==> config.mk <==
export PLATFORM = sky130hd
export DESIGN_NAME = m_shiftreg_piso_tx
export DESIGN_NICKNAME = d
export VERILOG_FILES = /design/src/rtl/m_shiftreg_piso_tx_pkg.sv /design/src/rtl/m_shiftreg_piso_tx_bit_timer.sv /design/src/rtl/m_shiftreg_piso_tx.sv
export SDC_FILE = /design/constraint.sdc
export NUM_CORES = 1
export LEC_CHECK = 0
export ABC_AREA = 1
export CAP_MARGIN = 0
export CORE_MARGIN = 2
export CORE_UTILIZATION = 48
export CTS_CLUSTER_SIZE = 24
export DETAILED_ROUTE_END_ITERATION = 16
export GPL_ROUTABILITY_DRIVEN = 0
export PLACE_DENSITY = 0.75
export SLEW_MARGIN = 20
export SYNTH_ARGS = -nofsm -noshare
export SYNTH_HDL_FRONTEND = slang
export SYNTH_SLANG_ARGS = --single-unit
==> constraint.sdc <==
create_clock -name clk -period 1.75 [get_ports clk]
set_input_delay 0.35 -clock clk [delete_from_list [all_inputs] [get_ports clk]]
set_output_delay 0.35 -clock clk [all_outputs]
set_load 0.05 [all_outputs]
==> src/rtl/m_shiftreg_piso_tx_pkg.sv <==
// State encoding shared by the PISO transmitter and anything that decodes its state.
// No logic, no latency.
// No flow control.
package m_shiftreg_piso_tx_pkg;

    typedef enum logic {
        ST_IDLE  = 1'b0,
        ST_SHIFT = 1'b1
    } state_t;

endpackage

==> src/rtl/m_shiftreg_piso_tx_bit_timer.sv <==
// Bit-period divider: counts CLKS_PER_BIT clocks per serial bit.
// bit_tick is decoded combinationally from the counter flop (no added latency).
// No backpressure; restart holds/clears the count.
//
// Ports:
//   clk, nreset : clock, async active-low reset
//   restart     : clear the divider to the start of a bit period
//   bit_tick    : high in the last cycle of each bit period
module m_bit_timer #(
    parameter int CLKS_PER_BIT = 1
) (
    input  logic clk,
    input  logic nreset,
    input  logic restart,
    output logic bit_tick
);

    localparam int               DIV_W    = (CLKS_PER_BIT > 1) ? $clog2(CLKS_PER_BIT) : 1;
    localparam logic [DIV_W-1:0] DIV_LAST = DIV_W'(CLKS_PER_BIT - 1);

    logic [DIV_W-1:0] div_cnt_q;
    logic [DIV_W-1:0] div_cnt_d;

    // With CLKS_PER_BIT == 1 the counter sits at 0 and ticks every cycle.
    assign bit_tick = (div_cnt_q == DIV_LAST);

    always_comb begin
        div_cnt_d = div_cnt_q + DIV_W'(1);
        if (restart || bit_tick) begin
            div_cnt_d = '0;
        end
    end

    always_ff @(posedge clk or negedge nreset) begin
        if (!nreset) begin
            div_cnt_q <= '0;
        end else begin
            div_cnt_q <= div_cnt_d;
        end
    end

endmodule

==> src/rtl/m_shiftreg_piso_tx.sv <==
// Parallel-in serial-out transmitter: loads a WIDTH-bit word, shifts it out one bit per bit period.
// First bit on d_out the cycle after the accepting edge; WIDTH*CLKS_PER_BIT cycles per word.
// load_ready only in IDLE or the final cycle of a word, so back-to-back words stream with no gap.
//
// Ports:
//   clk, nreset                      : clock, async active-low reset
//   load_data, load_valid, load_ready: parallel word load handshake
//   d_out, d_valid, busy             : serial data, bit qualifier, word-in-flight (== d_valid)
//   done                             : pulse on the final cycle of each word's last bit
module m_shiftreg_piso_tx
    import m_shiftreg_piso_tx_pkg::*;
#(
    parameter int WIDTH        = 8,
    parameter int CLKS_PER_BIT = 1,
    parameter bit MSB_FIRST    = 1'b1
) (
    input  logic             clk,
    input  logic             nreset,
    input  logic [WIDTH-1:0] load_data,
    input  logic             load_valid,
    output logic             load_ready,
    output logic             d_out,
    output logic             d_valid,
    output logic             busy,
    output logic             done
);

    localparam int               BIT_W    = $clog2(WIDTH);
    localparam logic [BIT_W-1:0] BIT_LAST = BIT_W'(WIDTH - 1);

    state_t           state_q,   state_d;
    logic [WIDTH-1:0] shift_q,   shift_d;
    logic [BIT_W-1:0] bit_cnt_q, bit_cnt_d;
    logic             d_out_q,   d_out_d;

    logic bit_tick;
    logic timer_restart;
    logic last_cycle;

    m_bit_timer #(
        .CLKS_PER_BIT(CLKS_PER_BIT)
    ) u_bit_timer (
        .clk     (clk),
        .nreset  (nreset),
        .restart (timer_restart),
        .bit_tick(bit_tick)
    );

    always_comb begin
        state_d       = state_q;
        shift_d       = shift_q;
        bit_cnt_d     = bit_cnt_q;
        load_ready    = 1'b0;
        done          = 1'b0;
        last_cycle    = 1'b0;
        timer_restart = 1'b0;

        case (state_q)
            ST_IDLE: begin
                load_ready    = 1'b1;
                // Hold the divider at the start of a period so the first bit gets a full period.
                timer_restart = 1'b1;
                if (load_valid) begin
                    shift_d   = load_data;
                    bit_cnt_d = '0;
                    state_d   = ST_SHIFT;
                end
            end
            ST_SHIFT: begin
                last_cycle = bit_tick && (bit_cnt_q == BIT_LAST);
                done       = last_cycle;
                load_ready = last_cycle;
                if (last_cycle && load_valid) begin
                    // Reload in place: next word's first bit follows with no idle cycle.
                    timer_restart = 1'b1;
                    shift_d       = load_data;
                    bit_cnt_d     = '0;
                end else if (last_cycle) begin
                    shift_d   = '0;
                    bit_cnt_d = '0;
                    state_d   = ST_IDLE;
                end else if (bit_tick) begin
                    shift_d   = MSB_FIRST ? {shift_q[WIDTH-2:0], 1'b0}
                                          : {1'b0, shift_q[WIDTH-1:1]};
                    bit_cnt_d = bit_cnt_q + BIT_W'(1);
                end
            end
            default: begin
                state_d = ST_IDLE;
            end
        endcase

        // d_out is a flop fed with the bit the next cycle will present.
        if (state_d == ST_SHIFT) begin
            d_out_d = MSB_FIRST ? shift_d[WIDTH-1] : shift_d[0];
        end else begin
            d_out_d = 1'b0;
        end
    end

    always_ff @(posedge clk or negedge nreset) begin
        if (!nreset) begin
            state_q   <= ST_IDLE;
            shift_q   <= '0;
            bit_cnt_q <= '0;
            d_out_q   <= 1'b0;
        end else begin
            state_q   <= state_d;
            shift_q   <= shift_d;
            bit_cnt_q <= bit_cnt_d;
            d_out_q   <= d_out_d;
        end
    end

    assign d_out   = d_out_q;
    assign d_valid = (state_q == ST_SHIFT);
    assign busy    = d_valid;

endmodule

==> run_results.csv, run 1 <==
group,metric,value,unit
worst_setup_path,critPathMaxStageDelay,0.41,ns
worst_setup_path,crit_required,1.40,ns
placed_design,placed_area,1015,um^2
clock_tree,cts.clk_slew.worst_paths,0.09,ns
drt,vias,713,
floorplan,die_x,45.48,um
synthesis,synthCells,100,
finish,final_nets,134,
power_and_ir_drop,switching_share,0.3800,
synthesis,ys_top_cells_by_count,"nand2_1 (35), nand3_1 (20), dfrtp_1 (14)",
sta,setup_viol,0,
finish,fin_area,1086,um^2
floorplan,top_level_ports,16,
floorplan,start_util,0.5297,
finish,area_growth_syn_to_layout,31.51,%
sta,fin_skew,0.001005,ns
sta,hold_viol,0,
job,cap_violations,0,
worst_setup_path,crit_path_frequent_cell,"nand2_4",
drt,routedWlPerCell,12.74,um
clock_tree,cts_tree,"built",
worst_setup_path,start_kind,"flop",
finish,final_cells,136,
clock_tree,root_buffer,"clkbuf_4",
power_and_ir_drop,p_clk_frac,0.182,
sta,setup_ws,0.01772,ns
synthesis,synth_top_area_cell,"dfrtp_1",
global_routing,grt_first_pass_wirelength,2835,um
sta,min_period,1.732,ns
synthesis,ys_ff_latch,14,
sta,finalMaxSlewViolations,0,
placed_design,place_ws,0.2104,ns
run_status,run_status,"complete, no violations",
synthesis,synth-edff-count,0,
finish,final-seq-area,350.3,um^2
synthesis,async_reset_ff_frac,1.000,
worst_setup_path,crit_chain,"ha_2 > ha_4 > nand2_4 > nand2_4 > buf_12",
clock_tree,htreeDepth,1,
clock_tree,cts_hold_buf,0,
synthesis,synth_flop_cell,"dfrtp_1",
synthesis,seq_area_frac_synth,0.4242,
power_and_ir_drop,combPwrFrac,0.435,
synthesis,ys_warn_count,0,
placed_design,dp_hpwl,1193,um
worst_hold_path,hold_class,"in -> async",
power_and_ir_drop,p_leak,0.5884,nW
drt,drt_wl_total,1732,um
clock_tree,insertion_delay,0.28,ns
drt,vias_per_cell,5.243,
finish,drive_above_1_share,0.2833,
clock_tree,clock_path_buffers,2,
sta,rsz0062_at_grt,"true",
sta,fin_tns_setup,0,ns
drt,drc,0,
floorplan,dieHeight,45.48,um
sta,fmax,0.5773,GHz
global_routing,antenna_found_initial,0,
synthesis,synthesis.nets,113,
worst_setup_path,crit_fanout,4,
worst_setup_path,crit_arrival,1.38,ns
worst_setup_path,worstSetupPathType,"reg -> out",
finish,nFillCells,126,
synthesis,yosys-top-cells-area,"dfrtp_1 (42%), nand2_1 (16%), nand3_1 (12%), nand3_2 (8.5%), ha_1 (3.0%)",
worst_setup_path,cp.buffers_inverters,1,
global_routing,grt_start_max_net_pins,15,
global_routing,grt_pass1_vias,670,
synthesis,synthesis.area,825.8,um^2
synthesis,synth.avg_cell_area,8.258,um^2
finish,diodes,0,
clock_tree,clkSinkCount,14,
clock_tree,numCtsBuffers,3,
drt,postRouteAntennaNets,0,
placed_design,placedCellCount,130,
placed_design,port_buffers,15,
global_routing,overflow,0,
finish,multi_input_area,425.4,um^2
power_and_ir_drop,p_seq_frac,0.383,
power_and_ir_drop,p_per_area,1218,nW/um^2
drt,drt_iter0_drc,18,
drt,firstDrtPassIters,4,
synthesis,synthDominantCellAreaShare,0.4242,
sta,period_share,0.9899,
floorplan,fp-row-count,14,
worst_setup_path,crit_family,"flip-flops",
worst_setup_path,cpMaxStageDelayCell,"dfrtp_1",
global_routing,track_usage,0.1906,
floorplan,die_area,2068,um^2
power_and_ir_drop,p_sw,0.5027,mW
worst_setup_path,cp-end-kind,"primary output",
synthesis,yosysMostFrequentCell,"nand2_1",
power_and_ir_drop,ir_worst_vdd,0.6226,mV
floorplan,coreArea,1559,um^2
power_and_ir_drop,internal_power,0.8201,mW
synthesis,yosysUniqueCellTypes,18,
## area by class of cell
type / instances / area share
Tap cell: 16 / 0.01843
Sequential cell: 14 / 0.3226
Inverter: 7 / 0.02650
Clock buffer: 4 / 0.03341
Multi-Input combinational cell: 75 / 0.3917
Timing Repair Buffer: 20 / 0.2074
## worst paths after layout
| path | from | endpoint | slack, ns | cells past startpoint |
|---|---|---|---|---|
| worst max-delay path | bit_cnt_q[0] | load_ready | 0.02 | 5 |
| worst min-delay path | nreset | shift_q[3] | 0.37 | 2 |
| worst max register to register | bit_cnt_q[0] | d_out | 0.34 | 9 |
| worst min register to register | bit_cnt_q[1] | bit_cnt_q[1] | 0.50 | 2 |
| max in group asynchronous | nreset | shift_q[0] | 1.21 | 2 |
| min in group clk | bit_cnt_q[1] | bit_cnt_q[1] | 0.50 | 2 |
## worst register-to-register path: stages, from the launching register on
cell and delay, ns:
dfrtp_1 0.41, ha_2 0.19, ha_4 0.18, nand2_4 0.10, nand2_4 0.07, buf_4 0.15, nand2_2 0.05, nand3_2 0.08
nand2_1 0.06, inv_1 0.03
## layout by cell type (no fill, tap or decap), drive strengths merged, types with 2 or more instances in the layout
master	instances
buf	10
clkbuf	4
clkdlybuf4s50	10
dfrtp	14
ha	2
inv	7
nand2	40
nand3	27
nor2	3
## power groups by stage
stage,registers [mW],logic [mW],clock network (mW)
2_1_floorplan,0.533,0.325,0
3_3_place_gp,0.503,0.505,0
3_5_place_dp,0.506,0.519,0
4_1_cts,0.506,0.541,0.242
5_1_grt,0.519,0.645,0.251
6_report,0.507,0.576,0.240
## flip-flops by register name (all words and copies together) (netlist names)
register and cells:
bit_cnt_q 3, busy 1, d_out 1, shift_q 8
u_bit_timer.div_cnt_q 1
## layer usage
layer | wire length [um] | vias up | share of wire | track usage
li1 | - | 358 | - | -
met1 | 796 | 332 | 0.46 | 0.2608
met2 | 837 | 19 | 0.48 | 0.2986
met3 | 71 | 4 | 0.041 | 0.02381
met4 | 26 | 0 | 0.015 | 0.08824
met5 | 0 | - | 0 | 0
## kinds of logic (layout without fill, tap and decap cells)
family	after synthesis	after routing	share of synthesized area
adders and majority gates	2	2	0.03030
DFF	14	14	0.4242
buffers and inverters	11	31	0.08788
other	1	1	0.004541
AOI/OAI and AO/OA	2	2	0.01515
and+or+nand+nor	70	70	0.4379
## stage by stage
step | util | hold slack, ns | power [mW]
after floorplan | - | 0.05441 | 0.8576
after global placement | 0.6509 | 0.4582 | 1.008
after detailed placement | 0.6509 | 0.4721 | 1.025
after CTS | 0.6838 | 0.3791 | 1.289
after global routing | 0.6966 | 0.3875 | 1.415
final | 0.6966 | 0.3735 | 1.323
## repair_timing
| action | in CTS | in global routing |
|---|---|---|
| endpoints found under the setup margin | 2 | 2 |
| buffers inserted | 0 | 2 |
| gates resized for setup | 3 | 1 |
| pin swaps | 0 | 2 |
(Power assumes the default switching activity.)
==> inputs of run 2 (changes only) <==
--- a/config.mk
+++ b/config.mk
@@ -13,6 +13,7 @@
 export DETAILED_ROUTE_END_ITERATION = 16
 export GPL_ROUTABILITY_DRIVEN = 0
 export PLACE_DENSITY = 0.75
+export SETUP_SLACK_MARGIN = 0.3
 export SLEW_MARGIN = 20
 export SYNTH_ARGS = -nofsm -noshare
 export SYNTH_HDL_FRONTEND = slang
==> run 2 against run 1 <==
  * Critical path depth stayed put
  * Largest power group unchanged
  * Final cell count grew 2.2%
  * Largest cell class unchanged
  * Worst hold slack lost 0.0054 ns
  * Clock skew rose by 0.0039 ns
  * Critical endpoint unchanged
  * Clock power shrank 18%
  * Cell area rose by 4.0%
  * Worst setup slack better by 0.052 ns
  * Critical path type unchanged
  * Core utilization increased by 2.8 points
  * First-iteration DRC count up 56%
==> run_results.csv, run 2 (same netlist as run 1, synthesis figures left out) <==
group,metric,value,unit
worst_hold_path,hold_class,"in -> async",
sta,fmax,0.5950,GHz
clock_tree,clock_path_buffers,2,
power_and_ir_drop,switching_share,0.3902,
worst_setup_path,cpMaxStageDelayCell,"dfrtp_1",
sta,fin_tns_setup,0,ns
drt,routedWlPerCell,12.76,um
job,cap_violations,0,
floorplan,fp-row-count,14,
drt,vias_per_cell,5.345,
clock_tree,htreeDepth,1,
power_and_ir_drop,internal_power,0.7964,mW
global_routing,track_usage,0.2002,
finish,reg_top3,"shift_q: 8 flops, bit_cnt_q: 3 flops",
finish,final_nets,137,
floorplan,top_level_ports,16,
worst_setup_path,start_kind,"flop",
clock_tree,insertion_delay,0.29,ns
sta,finalMaxSlewViolations,0,
floorplan,die_x,45.48,um
finish,final_cell_mix,"nand2_1 (35), nand3_1 (15), dfrtp_1 (13), nand3_2 (12), clkdlybuf4s50_1 (10)",
worst_setup_path,cp-end-kind,"primary output",
sta,min_period,1.681,ns
power_and_ir_drop,ir_worst_vdd,0.6205,mV
sta,fin_skew,0.004892,ns
clock_tree,cts_tree,"built",
worst_setup_path,crit_path_frequent_cell,"nand2_4",
sta,holdWs,0.3681,ns
floorplan,start_util,0.5297,
finish,largest_register_ffs,8,
worst_setup_path,crit_fanout,2,
power_and_ir_drop,p_per_area,1156,nW/um^2
drt,drt_iter0_drc,28,
power_and_ir_drop,p_seq_frac,0.386,
sta,period_share,0.9604,
power_and_ir_drop,p_leak,0.5998,nW
clock_tree,root_buffer,"clkbuf_4",
clock_tree,clkSinkCount,14,
sta,rsz0062_at_grt,"true",
floorplan,die_area,2068,um^2
worst_setup_path,crit_arrival,1.33,ns
drt,drc,0,
drt,firstDrtPassIters,4,
global_routing,grt_first_pass_wirelength,2960,um
drt,vias,743,
run_status,run_status,"complete, no violations",
drt,drt_wl_total,1774,um
floorplan,dieHeight,45.48,um
floorplan,coreArea,1559,um^2
worst_setup_path,crit_chain,"ha_2 > ha_4 > nand2_4 > nand2_4 > buf_12",
global_routing,grt_start_max_net_pins,15,
drt,postRouteAntennaNets,0,
finish,diodes,0,
global_routing,overflow,0,
worst_setup_path,worstSetupPathType,"reg -> out",
clock_tree,cts.clk_slew.worst_paths,0.09,ns
worst_setup_path,r2r.worst_path.cells,10,
power_and_ir_drop,p_clk_frac,0.152,
worst_setup_path,crit_required,1.40,ns
power_and_ir_drop,p_sw,0.5097,mW
power_and_ir_drop,combPwrFrac,0.462,
global_routing,grt_pass1_vias,712,
sta,hold_viol,0,
global_routing,antenna_found_initial,0,
clock_tree,cts_hold_buf,0,
placed_design,port_buffers,15,
clock_tree,numCtsBuffers,3,
sta,setup_viol,0,
finish,final_common_cell,"nand2_1",
worst_setup_path,critPathMaxStageDelay,0.39,ns
finish,drive_above_1_share,0.3415,
worst_setup_path,r2r_slack,0.25,ns
finish,area_growth_syn_to_layout,36.82,%
finish,max_flop_register,"shift_q",
finish,final_cells,139,
placed_design,placedCellCount,129,
placed_design,dp_hpwl,1170,um
==> run 2: worst paths after layout <==
check / to / start
max: load_ready / bit_cnt_q[1]
min: shift_q[5] / nreset
max reg2reg: d_out / bit_cnt_q[1]
min reg2reg: shift_q[0] / shift_q[0]
max in group asynchronous: busy / nreset
min in group clk: shift_q[0] / shift_q[0]
==> run 2: stage by stage <==
| step | cell area, um^2 | utilization | total power, mW | setup WS, ns |
|---|---|---|---|---|
| 2_1_floorplan | 834.6 | - | 0.8610 | 0.3152 |
| 3_3_place_gp | 1013 | 0.6501 | 1.003 | 0.2461 |
| 3_5_place_dp | 1013 | 0.6501 | 1.020 | 0.2142 |
| 4_1_cts | 1095 | 0.7022 | 1.289 | 0.06296 |
| 5_1_grt | 1130 | 0.7247 | 1.399 | 0.02788 |
| 6_report | 1130 | 0.7247 | 1.306 | 0.06932 |
==> run 2: per-layer routing <==
layer / track usage / up-vias / wire length, um
li1: - / 369 / -
met1: 0.2569 / 343 / 777
met2: 0.3070 / 25 / 837
met3: 0.02778 / 6 / 110
met4: 0.1412 / 0 / 49
met5: 0 / - / 0
==> run 2: cell type report <==
type                    instances  area [um^2]
clock buffers                   4        26.28
fillers                       112        429.2
multi-input cells              75        450.4
well taps                      16        20.02
inverters                       7        33.78
repair buffers                 23        247.7
flip-flops and latches         14        351.6
==> run 2: power groups by stage <==
stage | clock network (mW) | logic [mW] | registers (mW)
6_report | 0.198 | 0.603 | 0.505
5_1_grt | 0.216 | 0.667 | 0.516
4_1_cts | 0.202 | 0.583 | 0.504
3_5_place_dp | 0 | 0.503 | 0.517
3_3_place_gp | 0 | 0.488 | 0.515
2_1_floorplan | 0 | 0.327 | 0.534
==> run 2: worst max-delay path: cells and delay by family (launching register included) <==
kind                     cells  cell delay (ns)
buffers and inverters        1             0.14
adder cells (fa/ha/maj)      2             0.36
flip-flops                   1             0.39
AND/OR/NAND/NOR              2             0.15
==> run 2: timing repair <==
action / CTS / global route
gates resized for setup: 4 / 6
buffers inserted: 5 / 1
pin swaps: 2 / 2
hold endpoints to repair: 0 / 0
endpoints found under the setup margin: 6 / 8
